--- src/rtl/instr_fetch_queue_if.sv ---
// Shared types and the bundled port interface for instr_fetch_queue.
// if_reason_t tags every fetched record with why its PC was chosen.
package instr_fetch_queue_pkg;
  typedef enum logic [2:0] {
    IF_PREFETCH   = 3'd0,
    IF_FENCE_I    = 3'd1,
    IF_PREDICT    = 3'd2,
    IF_MISPREDICT = 3'd3,
    IF_EMPTY      = 3'd4,
    IF_FLUSH      = 3'd5
  } if_reason_t;
endpackage

interface instr_fetch_queue_if #(
  parameter int XLEN = 64
);
  // redirect / translation context
  logic                              redir_valid_i;
  logic [XLEN-1:0]                   redir_pc_i;
  instr_fetch_queue_pkg::if_reason_t redir_reason_i;
  logic                              prv_i;
  logic                              sum_i;
  logic [XLEN-1:0]                   atp_i;
  // icache request
  logic                              req_valid_o;
  logic                              req_ready_i;
  logic [XLEN-1:0]                   req_pc_o;
  instr_fetch_queue_pkg::if_reason_t req_reason_o;
  logic                              req_prv_o;
  logic                              req_sum_o;
  logic [XLEN-1:0]                   req_atp_o;
  // icache response
  logic                              resp_valid_i;
  logic [31:0]                       resp_instr_i;
  logic                              resp_exception_i;
  // decode side
  logic                              o_valid;
  logic                              o_ready;
  logic [XLEN-1:0]                   o_pc;
  logic [31:0]                       o_instr;
  instr_fetch_queue_pkg::if_reason_t o_reason;
  logic                              o_ex_valid;

  // the fetch queue itself
  modport slave (
    input  redir_valid_i, redir_pc_i, redir_reason_i, prv_i, sum_i, atp_i,
    input  req_ready_i, resp_valid_i, resp_instr_i, resp_exception_i, o_ready,
    output req_valid_o, req_pc_o, req_reason_o, req_prv_o, req_sum_o, req_atp_o,
    output o_valid, o_pc, o_instr, o_reason, o_ex_valid
  );

  // surrounding pipeline / cache
  modport master (
    output redir_valid_i, redir_pc_i, redir_reason_i, prv_i, sum_i, atp_i,
    output req_ready_i, resp_valid_i, resp_instr_i, resp_exception_i, o_ready,
    input  req_valid_o, req_pc_o, req_reason_o, req_prv_o, req_sum_o, req_atp_o,
    input  o_valid, o_pc, o_instr, o_reason, o_ex_valid
  );
endinterface

--- src/rtl/instr_fetch_queue.sv ---
// Instruction fetcher: one outstanding icache request, DEPTH-entry response
// queue toward decode, redirect/flush with squashing of stale responses.
// Optional static branch prediction is enabled by defining the macro
// INSTR_FETCH_STATIC_BP_EN; without it fetch is strictly sequential.
module instr_fetch_queue
  import instr_fetch_queue_pkg::*;
#(
  parameter int              XLEN     = 64,
  parameter int              DEPTH    = 4,
  parameter logic [XLEN-1:0] RESET_PC = '0
) (
  input  logic               clk,
  input  logic               rst,
  instr_fetch_queue_if.slave bus
);

  localparam int PW = $clog2(DEPTH);
  localparam int CW = PW + 1;
  localparam logic [CW-1:0]   DEPTH_C   = CW'(DEPTH);
  localparam logic [PW-1:0]   PTR_ONE   = PW'(1'b1);
  localparam logic [XLEN-1:0] STEP2     = XLEN'(3'd2);
  localparam logic [XLEN-1:0] STEP4     = XLEN'(3'd4);
  localparam logic [XLEN-1:0] ALIGN_MSK = ~(XLEN'(1'b1));

  // IDLE may issue, WAIT has a live request out, STALE has a squashed
  // request out, HALT sits on an enqueued fault until redirected.
  typedef enum logic [1:0] {S_IDLE, S_WAIT, S_STALE, S_HALT} state_t;

  typedef struct packed {
    logic [XLEN-1:0] pc;
    logic [31:0]     instr;
    if_reason_t      reason;
    logic            ex;
  } entry_t;

  state_t          state_q;
  logic            req_valid_q;
  logic [XLEN-1:0] req_pc_q;
  if_reason_t      req_reason_q;
  logic [XLEN-1:0] npc_q;
  if_reason_t      npc_reason_q;
  logic            pend_q;
  logic [XLEN-1:0] pend_pc_q;
  if_reason_t      pend_reason_q;
  logic            prv_q;
  logic            sum_q;
  logic [XLEN-1:0] atp_q;
  entry_t          mem_q [DEPTH];
  logic [PW-1:0]   rptr_q;
  logic [PW-1:0]   wptr_q;
  logic [CW-1:0]   cnt_q;
  logic            o_valid_q;
  entry_t          head_q;

  logic            fire_s;
  logic            enq_s;
  logic            pop_s;
  logic            issue_s;
  entry_t          new_entry_s;
  logic [PW-1:0]   rptr_n_s;
  logic [CW-1:0]   cnt_n_s;
  entry_t          head_n_s;
  logic [XLEN-1:0] seq_pc_s;
  logic [XLEN-1:0] next_pc_s;
  if_reason_t      next_reason_s;

  // Handshake qualifiers and next queue occupancy/head; a redirect masks
  // both enqueue and pop because it flushes the queue in the same edge.
  always_comb begin
    fire_s      = req_valid_q & bus.req_ready_i;
    enq_s       = (state_q == S_WAIT) & bus.resp_valid_i & ~bus.redir_valid_i;
    pop_s       = bus.o_ready & (cnt_q != '0) & ~bus.redir_valid_i;
    issue_s     = (state_q == S_IDLE) & ~req_valid_q & ~bus.redir_valid_i & (cnt_q < DEPTH_C);
    new_entry_s = '{pc: req_pc_q, instr: bus.resp_instr_i, reason: req_reason_q,
                    ex: bus.resp_exception_i};
    rptr_n_s    = pop_s ? (rptr_q + PTR_ONE) : rptr_q;
    cnt_n_s     = cnt_q + CW'(enq_s) - CW'(pop_s);
    if (enq_s && (wptr_q == rptr_n_s)) begin
      head_n_s = new_entry_s;
    end else begin
      head_n_s = mem_q[rptr_n_s];
    end
    if (bus.resp_instr_i[1:0] == 2'b11) begin
      seq_pc_s = req_pc_q + STEP4;
    end else begin
      seq_pc_s = req_pc_q + STEP2;
    end
  end

`ifdef INSTR_FETCH_STATIC_BP_EN
  logic            bp_taken_s;
  logic [XLEN-1:0] bp_imm_s;

  // Static prediction: jumps taken, conditional branches taken when backward.
  always_comb begin
    bp_taken_s = 1'b0;
    bp_imm_s   = '0;
    if (bus.resp_instr_i[1:0] == 2'b11) begin
      case (bus.resp_instr_i[6:0])
        7'b1101111: begin
          bp_taken_s = 1'b1;
          bp_imm_s   = {{(XLEN-21){bus.resp_instr_i[31]}}, bus.resp_instr_i[31],
                        bus.resp_instr_i[19:12], bus.resp_instr_i[20],
                        bus.resp_instr_i[30:21], 1'b0};
        end
        7'b1100011: begin
          bp_taken_s = bus.resp_instr_i[31];
          bp_imm_s   = {{(XLEN-13){bus.resp_instr_i[31]}}, bus.resp_instr_i[31],
                        bus.resp_instr_i[7], bus.resp_instr_i[30:25],
                        bus.resp_instr_i[11:8], 1'b0};
        end
        default: begin
          bp_taken_s = 1'b0;
          bp_imm_s   = '0;
        end
      endcase
    end else if (bus.resp_instr_i[1:0] == 2'b01) begin
      case (bus.resp_instr_i[15:13])
        3'b101: begin
          bp_taken_s = 1'b1;
          bp_imm_s   = {{(XLEN-12){bus.resp_instr_i[12]}}, bus.resp_instr_i[12],
                        bus.resp_instr_i[8], bus.resp_instr_i[10:9], bus.resp_instr_i[6],
                        bus.resp_instr_i[7], bus.resp_instr_i[2], bus.resp_instr_i[11],
                        bus.resp_instr_i[5:3], 1'b0};
        end
        3'b110, 3'b111: begin
          bp_taken_s = bus.resp_instr_i[12];
          bp_imm_s   = {{(XLEN-9){bus.resp_instr_i[12]}}, bus.resp_instr_i[12],
                        bus.resp_instr_i[6:5], bus.resp_instr_i[2],
                        bus.resp_instr_i[11:10], bus.resp_instr_i[4:3], 1'b0};
        end
        default: begin
          bp_taken_s = 1'b0;
          bp_imm_s   = '0;
        end
      endcase
    end else begin
      bp_taken_s = 1'b0;
      bp_imm_s   = '0;
    end
    if (bp_taken_s) begin
      next_pc_s     = req_pc_q + bp_imm_s;
      next_reason_s = IF_PREDICT;
    end else begin
      next_pc_s     = seq_pc_s;
      next_reason_s = IF_PREFETCH;
    end
  end
`else
  // Sequential fetch only.
  always_comb begin
    next_pc_s     = seq_pc_s;
    next_reason_s = IF_PREFETCH;
  end
`endif

  // Fetch FSM, request channel, redirect capture and output queue.
  // After rst the FSM is IDLE and ignores responses, so a reply to a request
  // issued before reset is dropped (the cache is expected to reset as well).
  always_ff @(posedge clk) begin
    if (rst) begin
      state_q       <= S_IDLE;
      req_valid_q   <= 1'b0;
      req_pc_q      <= '0;
      req_reason_q  <= IF_PREFETCH;
      npc_q         <= '0;
      npc_reason_q  <= IF_PREFETCH;
      pend_q        <= 1'b1;
      pend_pc_q     <= RESET_PC & ALIGN_MSK;
      pend_reason_q <= IF_FENCE_I;
      prv_q         <= 1'b0;
      sum_q         <= 1'b0;
      atp_q         <= '0;
      rptr_q        <= '0;
      wptr_q        <= '0;
      cnt_q         <= '0;
      o_valid_q     <= 1'b0;
      head_q        <= '0;
      for (int i = 0; i < DEPTH; i++) begin
        mem_q[i] <= '0;
      end
    end else if (bus.redir_valid_i) begin
      // a redirect wins over any response, pop or pending request
      req_valid_q   <= 1'b0;
      pend_q        <= 1'b1;
      pend_pc_q     <= bus.redir_pc_i & ALIGN_MSK;
      pend_reason_q <= bus.redir_reason_i;
      prv_q         <= bus.prv_i;
      sum_q         <= bus.sum_i;
      atp_q         <= bus.atp_i;
      rptr_q        <= '0;
      wptr_q        <= '0;
      cnt_q         <= '0;
      o_valid_q     <= 1'b0;
      case (state_q)
        S_WAIT, S_STALE: state_q <= bus.resp_valid_i ? S_IDLE : S_STALE;
        S_IDLE:          state_q <= fire_s ? S_STALE : S_IDLE;
        S_HALT:          state_q <= S_IDLE;
        default:         state_q <= S_IDLE;
      endcase
    end else begin
      if (enq_s) begin
        mem_q[wptr_q] <= new_entry_s;
        wptr_q        <= wptr_q + PTR_ONE;
      end
      rptr_q    <= rptr_n_s;
      cnt_q     <= cnt_n_s;
      o_valid_q <= (cnt_n_s != '0);
      head_q    <= head_n_s;
      case (state_q)
        S_IDLE: begin
          if (fire_s) begin
            req_valid_q <= 1'b0;
            state_q     <= S_WAIT;
          end else if (issue_s) begin
            req_valid_q  <= 1'b1;
            req_pc_q     <= pend_q ? pend_pc_q : npc_q;
            req_reason_q <= pend_q ? pend_reason_q : npc_reason_q;
            pend_q       <= 1'b0;
          end
        end
        S_WAIT: begin
          if (bus.resp_valid_i) begin
            npc_q        <= next_pc_s;
            npc_reason_q <= next_reason_s;
            state_q      <= bus.resp_exception_i ? S_HALT : S_IDLE;
          end
        end
        S_STALE: begin
          if (bus.resp_valid_i) begin
            state_q <= S_IDLE;
          end
        end
        S_HALT:  state_q <= S_HALT;
        default: state_q <= S_IDLE;
      endcase
    end
  end

  assign bus.req_valid_o  = req_valid_q;
  assign bus.req_pc_o     = req_pc_q;
  assign bus.req_reason_o = req_reason_q;
  assign bus.req_prv_o    = prv_q;
  assign bus.req_sum_o    = sum_q;
  assign bus.req_atp_o    = atp_q;
  assign bus.o_valid      = o_valid_q;
  assign bus.o_pc         = head_q.pc;
  assign bus.o_instr      = head_q.instr;
  assign bus.o_reason     = head_q.reason;
  assign bus.o_ex_valid   = head_q.ex;

endmodule

--- src/flat_wrapper.sv ---
// flat-port wrapper written by rule: the top's interface ports become plain ports
module instr_fetch_queue_flat import instr_fetch_queue_pkg::*;
#(
  parameter int              XLEN     = 64,
  parameter int              DEPTH    = 4,
  parameter logic [XLEN-1:0] RESET_PC = '0
)
  (clk, rst, bus_redir_valid_i, bus_redir_pc_i, bus_redir_reason_i, bus_prv_i, bus_sum_i, bus_atp_i, bus_req_ready_i, bus_resp_valid_i, bus_resp_instr_i, bus_resp_exception_i, bus_o_ready, bus_req_valid_o, bus_req_pc_o, bus_req_reason_o, bus_req_prv_o, bus_req_sum_o, bus_req_atp_o, bus_o_valid, bus_o_pc, bus_o_instr, bus_o_reason, bus_o_ex_valid);
  instr_fetch_queue_if #(.XLEN(XLEN)) bus_i ();
  input  logic clk;
  input  logic rst;
  input wire logic [$bits(bus_i.redir_valid_i)-1:0] bus_redir_valid_i;
  input wire logic [$bits(bus_i.redir_pc_i)-1:0] bus_redir_pc_i;
  input wire logic [$bits(bus_i.redir_reason_i)-1:0] bus_redir_reason_i;
  input wire logic [$bits(bus_i.prv_i)-1:0] bus_prv_i;
  input wire logic [$bits(bus_i.sum_i)-1:0] bus_sum_i;
  input wire logic [$bits(bus_i.atp_i)-1:0] bus_atp_i;
  input wire logic [$bits(bus_i.req_ready_i)-1:0] bus_req_ready_i;
  input wire logic [$bits(bus_i.resp_valid_i)-1:0] bus_resp_valid_i;
  input wire logic [$bits(bus_i.resp_instr_i)-1:0] bus_resp_instr_i;
  input wire logic [$bits(bus_i.resp_exception_i)-1:0] bus_resp_exception_i;
  input wire logic [$bits(bus_i.o_ready)-1:0] bus_o_ready;
  output wire logic [$bits(bus_i.req_valid_o)-1:0] bus_req_valid_o;
  output wire logic [$bits(bus_i.req_pc_o)-1:0] bus_req_pc_o;
  output wire logic [$bits(bus_i.req_reason_o)-1:0] bus_req_reason_o;
  output wire logic [$bits(bus_i.req_prv_o)-1:0] bus_req_prv_o;
  output wire logic [$bits(bus_i.req_sum_o)-1:0] bus_req_sum_o;
  output wire logic [$bits(bus_i.req_atp_o)-1:0] bus_req_atp_o;
  output wire logic [$bits(bus_i.o_valid)-1:0] bus_o_valid;
  output wire logic [$bits(bus_i.o_pc)-1:0] bus_o_pc;
  output wire logic [$bits(bus_i.o_instr)-1:0] bus_o_instr;
  output wire logic [$bits(bus_i.o_reason)-1:0] bus_o_reason;
  output wire logic [$bits(bus_i.o_ex_valid)-1:0] bus_o_ex_valid;
  assign bus_i.redir_valid_i = bus_redir_valid_i;
  assign bus_i.redir_pc_i = bus_redir_pc_i;
  assign bus_i.redir_reason_i = bus_redir_reason_i;
  assign bus_i.prv_i = bus_prv_i;
  assign bus_i.sum_i = bus_sum_i;
  assign bus_i.atp_i = bus_atp_i;
  assign bus_i.req_ready_i = bus_req_ready_i;
  assign bus_i.resp_valid_i = bus_resp_valid_i;
  assign bus_i.resp_instr_i = bus_resp_instr_i;
  assign bus_i.resp_exception_i = bus_resp_exception_i;
  assign bus_i.o_ready = bus_o_ready;
  assign bus_req_valid_o = bus_i.req_valid_o;
  assign bus_req_pc_o = bus_i.req_pc_o;
  assign bus_req_reason_o = bus_i.req_reason_o;
  assign bus_req_prv_o = bus_i.req_prv_o;
  assign bus_req_sum_o = bus_i.req_sum_o;
  assign bus_req_atp_o = bus_i.req_atp_o;
  assign bus_o_valid = bus_i.o_valid;
  assign bus_o_pc = bus_i.o_pc;
  assign bus_o_instr = bus_i.o_instr;
  assign bus_o_reason = bus_i.o_reason;
  assign bus_o_ex_valid = bus_i.o_ex_valid;
  instr_fetch_queue #(.XLEN(XLEN), .DEPTH(DEPTH), .RESET_PC(RESET_PC)) u_core (.clk(clk), .rst(rst), .bus(bus_i));
endmodule
--- config.mk ---
export PLATFORM = sky130hd
export DESIGN_NAME = instr_fetch_queue_flat
export DESIGN_NICKNAME = d
export VERILOG_FILES = /design/src/rtl/instr_fetch_queue_if.sv /design/src/rtl/instr_fetch_queue.sv /design/src/flat_wrapper.sv
export SDC_FILE = /design/constraint.sdc
export NUM_CORES = 1
export LEC_CHECK = 0
export CAP_MARGIN = 20
export CORE_MARGIN = 2
export CORE_UTILIZATION = 35
export DETAILED_ROUTE_END_ITERATION = 7
export HOLD_SLACK_MARGIN = 0.05
export SYNTH_ARGS = -nofsm -noshare
export SYNTH_HDL_FRONTEND = slang
export SYNTH_SLANG_ARGS = --single-unit
--- constraint.sdc ---
create_clock -name clk -period 20.6 [get_ports clk]
set_input_delay 6.18 -clock clk [delete_from_list [all_inputs] [get_ports clk]]
set_output_delay 6.18 -clock clk [all_outputs]
set_load 0.01 [all_outputs]
* After elaboration in Yosys (flattened, before gate mapping)
Memories as Yosys holds them, arrays and structs flattened. A register that Yosys moved wholly into a read port is not among the register bits.
Cells that the tools add are included.
** Storage, ports and cells
- Input bits :: 172
- Memory bits (writable) :: 400
- Memories kept :: 1
- Register bits after elaboration :: 275
- Output and inout port bits :: 235
** Cells by class
- Bitwise operators :: 11
- Add/sub/neg operators :: 6
- Reductions and logical operators :: 13
- Equality and inequality tests :: 7
- Mux-type cells :: 24
- Order comparisons :: 1
** Memory list
- u_core.mem_q :: words 4, bits a word 100, read ports 1, clocked after memory_dff 1, write ports 4, RTL line instr_fetch_queue.sv:48 : entry_t mem_q [DEPTH];
** Operator list (count)
- two-way mux 64 bit :: 2
- two-way mux 100 bit :: 1
- OR reduction 100 bit :: 1
- adder 64 x 2 -> 64 bit, second input constant :: 1
- adder 64 x 3 -> 64 bit, second input constant :: 1
- two-way mux 2 bit :: 9
- two-way mux 1 bit :: 9
- AND reduction 3 bit :: 3
- AND 1 bit :: 8
- case mux 2 bit (4 select lines) :: 1
- == test 2 bit, second input constant :: 3
- inequality test 3 bit, second input constant :: 2
- case mux 2 bit (3 select lines) :: 1
- nonzero test 3 bit :: 2
- adder 2 x 1 -> 2 bit, second input constant :: 2
- AND reduction 4 bit :: 1
- OR reduction 2 bit :: 2
- adder 3 x 1 -> 3 bit :: 1
- less-than comparator 3 bit, second input constant :: 1
- two-way mux 3 bit :: 1
- inequality test 3 x 2 -> 1 bit, second input constant :: 1
- NOT 1 bit :: 3
- subtractor 3 x 1 -> 3 bit :: 1
- == test 2 x 1 -> 1 bit, second input constant :: 1
- 4 further kinds :: 4

* Longest topological paths before layout
Gate-level depths: netlist (run 1).
- Depth in word-level cells :: 9
- Gate-level depth with buffers :: 15
- Depth with buffers taken out :: 11

* Worst setup path before layout (run 1)
OpenSTA, ideal clock, no wires.
- Kind :: input port to flip-flop
- Start :: in rst
- End :: mem u_core.mem_q[3][0] (netlist bit) (enable)
- Library setup time :: 560 ps
- Stages on the path :: 7
- Path slack :: 8450 ps
- Required time :: 20040 ps
- Arrival :: 11591 ps
- Path buffers :: 4
- Path through :: buf_2 > nand4bb_4 > clkbuf_1 > clkbuf_1 > clkbuf_1 > a21oi_1 > nor2_1
** RTL lines
- from (decl) :: RTL line flat_wrapper.sv:11 : input logic rst;
- to (decl) :: RTL line instr_fetch_queue.sv:48

* Worst setup path after layout (run 1)
- Start :: in bus_o_ready
- End :: reg, netlist name u_core.bus.o_pc[31]
** On the way
- Word-level cells in the longest chain between the ends :: 3
** Ends and longest elaborated chain
- from (decl) :: RTL line flat_wrapper.sv:22 : input wire logic [$bits(bus_i.o_ready)-1:0] bus_o_ready;
- AND 1 bit (2 in a row) :: RTL line instr_fetch_queue.sv:72 : pop_s = bus.o_ready & (cnt_q != '0) & ~bus.redir_valid_i;
- two-way mux 2 bit :: RTL line instr_fetch_queue.sv:76 : rptr_n_s = pop_s ? (rptr_q + PTR_ONE) : rptr_q;
Every way passes these cells.
A chain may end at the register's enable or synchronous reset.

==> metrics, run 1 <==
largest net degree at the start of global routing 236; RSZ-0062 raised after global routing false; port buffer count 405; DR DRC count 0; Syn Inst Count 3624; # setup viols final 0; crit path launch type primary input; Min Hold Slack around 440 ps; Final GP Congestion about 0.76; Req. time, crit path 21180 ps; Sum Neg Setup Slack 0 ps; final hold violation count 0; reg2reg setup slack approximately 16000 ps; Die Wd 326.7 um; uppermost routed layer met5; final WL 118600 um; hold crit path type flip-flop to flip-flop; routed length on met1 50820 um; Max Cap Violations 0; die area around 110000 um^2; EDFF count, synth 400; DR WL met3 between 8000 and 9000 um; Fmax 97.82 MHz; vias per cell 5.404; pre-CTS setup slack 9509 ps; DR WL/cell between 20 and 25 um; multi-input logic area between 15000 and 20000 um^2; initial core utilization 35.26%; global route overflow 0; register area share after synthesis 53.56%; Pwr Density 82.39 nW/um^2; peak supply drop 55.44 uV; # Post-CTS Setup Buffers 0; top cell type's share of synthesized area between 30% and 40%; async set or reset register ratio after synthesis 0%; Worst-Margin Slew ~1100 ps; Reg clk slew, reported paths ~60 ps; Final Non-Filler Cells 5299; Total Power about 3700 uW; Synth cell types 61; Worst Hold End u_core.npc_q[0]$_SDFFE_PP0P_; Layout Nets 4019; Final Critical Period a little over 10000 ps; register area 19530 um^2; num rows 118; first-pass GRT wire length ~180000 um; # IOs 407; hold path start u_core.npc_q[0]$_SDFFE_PP0P_; detailed placement HPWL 67690 um; Worst slew margin 27.96%; R2R cell count 10; number of hold buffers added after cts 0; Worst R2R Start u_core.cnt_q[1]$_SDFF_PP0_; vias in the first global route 28127; DRT iter0 DRCs 2329; CP endpoint kind flip-flop; Critical path origin bus_o_ready; Worst EP arrival 10800 ps; Synth area leader edfxtp_1; WS Path Type primary input to flip-flop; FF-to-FF End u_core.bus.o_pc[31]$_SDFFE_PP0N_; Mean Syn Cell Area 10.06 um^2; DR pass1 iterations 5; Synth Register Bits about 780; latest clock arrival within the worst-skew pair ~660 ps; initial antenna violation count 4; PostCTS Resize Cnt 0; Core Area ~100000 um^2; root buf cell clkbuf_16; layout cells sized above 1 a little under 6%; Cell Area, Synth 36440 um^2; Die Ht 326.7 um; worst-path fanout max approximately 130; Num CTS Buffers 90; static leakage between 0.015 and 0.02 uW; via count 28638; status complete, no violations; antenna viol nets, final 0; largest cells by area after synthesis edfxtp_1, dfxtp_1, mux2i_1; clock sinks 775; Ys Warns 0; crit share post-route roughly 50%; post-synth net total 3805; CTS tree built; Fin Clk Skew 29.31 ps; Final WS setup ~10000 ps; Placed Instances 5125; Post-synth top flop edfxtp_1; area delta synth->final 21.71%; pins over their slew limit 0; CTS HTree Levels 3; worst hold stages 2; # fillers 9859; GRT Overall Usage 21.64%; clock buffer depth 3; met2 wire len approximately 56000 um
-- cells in the mapped netlist (all sizes together) (74+ instances only) --
cell type / n
dfxtp: 375
nand2b: 106
nor2: 305
buf: 90
a31oi: 101
a22oi: 100
a32o: 100
clkbuf: 239
a21oi: 211
and3: 74
a211o: 100
mux2i: 294
and2: 217
edfxtp: 400
o21ai: 158
nand2: 442
-- flip-flops by register name, summed over array words and instances, names as in the netlist, 3 cells and up --
name                     cells
u_core.npc_q                64
u_core.pend_pc_q            63
u_core.cnt_q                 3
u_core.mem_q               400
u_core.bus.o_reason          3
u_core.bus.o_instr          32
u_core.pend_reason_q         3
u_core.bus.req_atp_o        64
u_core.bus.req_reason_o      3
u_core.bus.o_pc             64
u_core.bus.req_pc_o         64
-- power breakdown --
part	switching (uW)	leakage [uW]	internal [uW]
clock network	672	0.00145	921
logic	156	0.00766	142
registers	72.1	0.00720	1690
-- layout make-up --
class	instances	area share, %
Clock inverter	42	0.7504
Tap cell	1380	3.893
Sequential cell	775	44.04
Antenna cell	3	0.01693
Timing Repair Buffer	451	10.00
Clock buffer	128	5.879
Inverter	52	0.4881
Multi-Input combinational cell	2468	34.93
-- cells by family (layout without fill, tap and decap cells) --
kind of cell               count (synthesis)  after routing  synth area share (%)
AOI/OAI and AO/OA                        847            847                 15.73
and+or+nand+nor                         1254           1254                 16.47
other                                      0              3                     0
adders and majority gates                  9              9                0.3296
xor gates and xnor gates                  62             62                 1.511
muxes                                    296            296                 8.148
buffers and inverters                    381            673                 4.247
DFF                                      775            775                 53.56
-- layer usage --
metal / GRT usage, % / up-vias
met5: 0 / -
met1: 28.10 / 13981
met3: 4.487 / 183
met2: 36.49 / 978
met4: 5.893 / 6
li1: - / 13490
-- metrics by stage --
step	util [%]	instance area, um^2
after floorplan	-	36440
after global placement	40.03	41370
after detailed placement	40.03	41370
after CTS	42.88	44320
after global routing	42.91	44340
final	42.91	44350
-- critical path, cell delays in order --
cell             delay [ps]
clkdlybuf4s50_1         460
nor2b_2                 200
nand2_4                 540
inv_8                   850
buf_4                   880
buf_4                   590
buf_16                  310
nand2_1                 100
a32o_1                  250
a211o_1                 240
o21ai_1                 140
-- layout by cell type, fill, tap and decap left out, drive strengths merged, types with 33 or more instances in the layout --
| cell | n |
|---|---|
| clkbuf | 129 |
| and2 | 217 |
| xor2 | 36 |
| mux2i | 294 |
| dfxtp | 375 |
| buf | 47 |
| nor2 | 305 |
| o21ai | 158 |
| a21oi | 211 |
| clkdlybuf4s50 | 403 |
| a211oi | 66 |
| edfxtp | 400 |
| a32o | 100 |
| nor3 | 33 |
| a211o | 100 |
| a22oi | 100 |
| and3 | 74 |
| nand2b | 106 |
| a31oi | 101 |
| nand3 | 33 |
| inv | 55 |
| nand2 | 442 |
-- worst max path at each step --
stage	endpoint	slack [ps]	cells past startpoint
after global routing	u_core.bus.o_pc[31]$_SDFFE_PP0N_	10100	11
after detailed placement	u_core.bus.o_pc[26]$_SDFFE_PP0N_	9510	10
after global placement	u_core.bus.o_pc[36]$_SDFFE_PP0N_	9550	10
after CTS	u_core.bus.o_pc[31]$_SDFFE_PP0N_	10190	10
final	u_core.bus.o_pc[31]$_SDFFE_PP0N_	10380	11
after floorplan	u_core.mem_q[3][0]$_DFFE_PP_	8450	7
No activity file was read; power rests on OpenSTA's default activity.
==> inputs of run 2 (changes only) <==
Clock period 20.6 ns to 8.85 ns, I/O delays scaled along.
==> run 2 against run 1 <==
Flip-flop and latch count stayed put. Cell area is 0.40% higher. Critical path type unchanged. Clock-buffer cell count is 7 higher. Largest cell class unchanged.
==> metrics, run 2 (synthesized netlist as in run 1, its figures left out) <==
Largest register FFs 400 (unchanged); static leakage 0.01638 uW (+0.43%); Biggest register u_core.mem_q; global route overflow 0 (unchanged); DR DRC count 0 (unchanged); Worst R2R Start u_core.cnt_q[1]$_SDFF_PP0_; reg2reg setup slack 5120 ps (-10880 ps); WS Path Type primary input to flip-flop; Final GP Congestion 0.7701 (+1.6%); met2 usage 36.89% (+0.41 points); Placed Instances 5133 (+0.16%); Max Cap Violations 0 (unchanged); final hold violation count 0 (unchanged); Pwr Density 194.8 nW/um^2 (+140%); GRT met1 Usage 28.92% (+0.82 points); latest clock arrival within the worst-skew pair 670 ps (about the same); # fillers 9868 (+0.091%); CP delay by family, top buffers and inverters; worst-path fanout max 126 (-4.5%); largest net degree at the start of global routing 127 (-46%); Min Hold Slack 448.0 ps (+5.202 ps); GR peak layer met2; register area 19530 um^2 (unchanged); DR WL/cell 22.88 um (+2.2%); Req. time, crit path 9350 ps (-11830 ps); worst hold stages 2 (unchanged); layout cells sized above 1 5.896% (about the same); Fmax between 150 and 200 MHz; met3 Track Usage GR 4.736% (+0.25 points); Num CTS Buffers 90 (unchanged); commonest cells after routing, fill and taps aside nand2_1, clkdlybuf4s50_1, edfxtp_1; DRT iter0 DRCs 2414 (+3.6%); Reg clk slew, reported paths 60 ps (about the same); number of hold buffers added after cts 0 (unchanged); initial antenna violation count 3 (-1); Sum Neg Setup Slack 0 ps (unchanged); CTS tree built; crit share post-route 65.05%; Worst slew margin 24.61% (-3.4 points); area delta synth->final 22.19%; # setup viols final 0 (unchanged); Buffers & Inverters on Critical Path 3 (-2); clock buffer depth 3 (unchanged); GRT Overall Usage 22.04% (+0.40 points); Final WS setup 3094 ps (-7283 ps); via count 29011 (+1.3%); antenna viol nets, final 0 (unchanged); peak supply drop 230.5 uV (+320%); crit path launch type primary input; CTS HTree Levels 3 (unchanged); slowest stage cell, crit path o32ai_4; status complete, no violations; Layout Nets 4026 (+0.17%); CP max stage delay 880 ps (about the same); # Post-CTS Setup Buffers 0 (unchanged); clock sinks 775 (unchanged); initial core utilization 35.26% (unchanged); CP endpoint kind flip-flop; Levels on crit path 9 (-2); Die Ht 326.7 um (unchanged); Fin Clk Skew 19.95 ps (-9.360 ps); pins over their slew limit 0 (unchanged); die area 106700 um^2 (unchanged); final WL 121300 um (+2.3%); R2R cell count 8 (-2); PostCTS Resize Cnt 0 (unchanged); Core Area 103300 um^2 (unchanged); num rows 118 (unchanged); cells along the critical path clkdlybuf4s50_1 > nor2b_2 > nand2_4 > inv_8 > xnor2_2 > o32ai_4 > buf_4 > a211o_1 > o21ai_1; FF-to-FF End u_core.bus.o_instr[5]$_SDFFE_PP0N_; Final Non-Filler Cells 5300 (+0.019%); most common cell after layout, fill and taps aside nand2_1; RSZ-0062 raised after global routing false; Total Power 8675 uW (+140%); Worst-Margin Slew 1131 ps (+50.33 ps); Final Critical Period between 5000 and 6000 ps; multi-input logic area 15490 um^2 (unchanged); hold crit path type flip-flop to flip-flop; Worst Hold End u_core.npc_q[0]$_SDFFE_PP0P_; port buffer count 405 (unchanged); hold path start u_core.npc_q[0]$_SDFFE_PP0P_; detailed placement HPWL 69420 um (+2.6%); Worst EP arrival 6260 ps (-4540 ps); vias in the first global route 28343 (+0.77%); pre-CTS setup slack 2404 ps (-7105 ps); # IOs 407 (unchanged); root buf cell clkbuf_16; DR pass1 iterations 6 (+1); first-pass GRT wire length 179900 um (+1.3%); Die Wd 326.7 um (unchanged); vias per cell 5.474 (+1.3%)
run 2: final cells by class:
type                            count  area share, %
Multi-Input combinational cell   2468          34.79
Clock inverter                     30          1.054
Timing Repair Buffer              458          10.09
Inverter                           52         0.4861
Antenna cell                        2        0.01124
Sequential cell                   775          43.86
Clock buffer                      135          5.822
Tap cell                         1380          3.878
run 2: metal layers:
layer,part of all wire [%],up-vias
met5,0,-
met4,2.1,0
met3,7.3,166
met2,47,1072
met1,43,14296
li1,-,13477
run 2: stage by stage:
stage / util (%) / cell area [um^2]
floorplan: - / 36440
global placement: 40.12 / 41460
detailed placement: 40.12 / 41460
CTS: 43.08 / 44520
global route: 43.08 / 44520
finish: 43.08 / 44530
run 2: worst reg2reg max path, stage by stage (launching register included):
cell and delay, ps:
dfxtp_1 350, or3_1 440, nand2_4 300, inv_8 340, xnor2_2 350, o32ai_4 880, buf_4 640, a211o_1 220
o21ai_1 60
run 2: report_power, final:
group / internal, uW / switching, uW
Combinational: 333 / 372
Sequential: 3930 / 171
Clock: 2320 / 1550
Total: 6590 / 2090
run 2: worst max-delay path by stage:
stage                      from                                   to  slack (ps)
finish              bus_o_ready   u_core.bus.o_instr[5]$_SDFFE_PP0N_        3090
global route        bus_o_ready  u_core.bus.o_instr[21]$_SDFFE_PP0N_        2910
CTS                 bus_o_ready      u_core.bus.o_pc[1]$_SDFFE_PP0N_        3120
detailed placement  bus_o_ready      u_core.bus.o_pc[1]$_SDFFE_PP0N_        2400
global placement    bus_o_ready      u_core.bus.o_pc[1]$_SDFFE_PP0N_        2450
floorplan                   rst         u_core.mem_q[3][0]$_DFFE_PP_         220
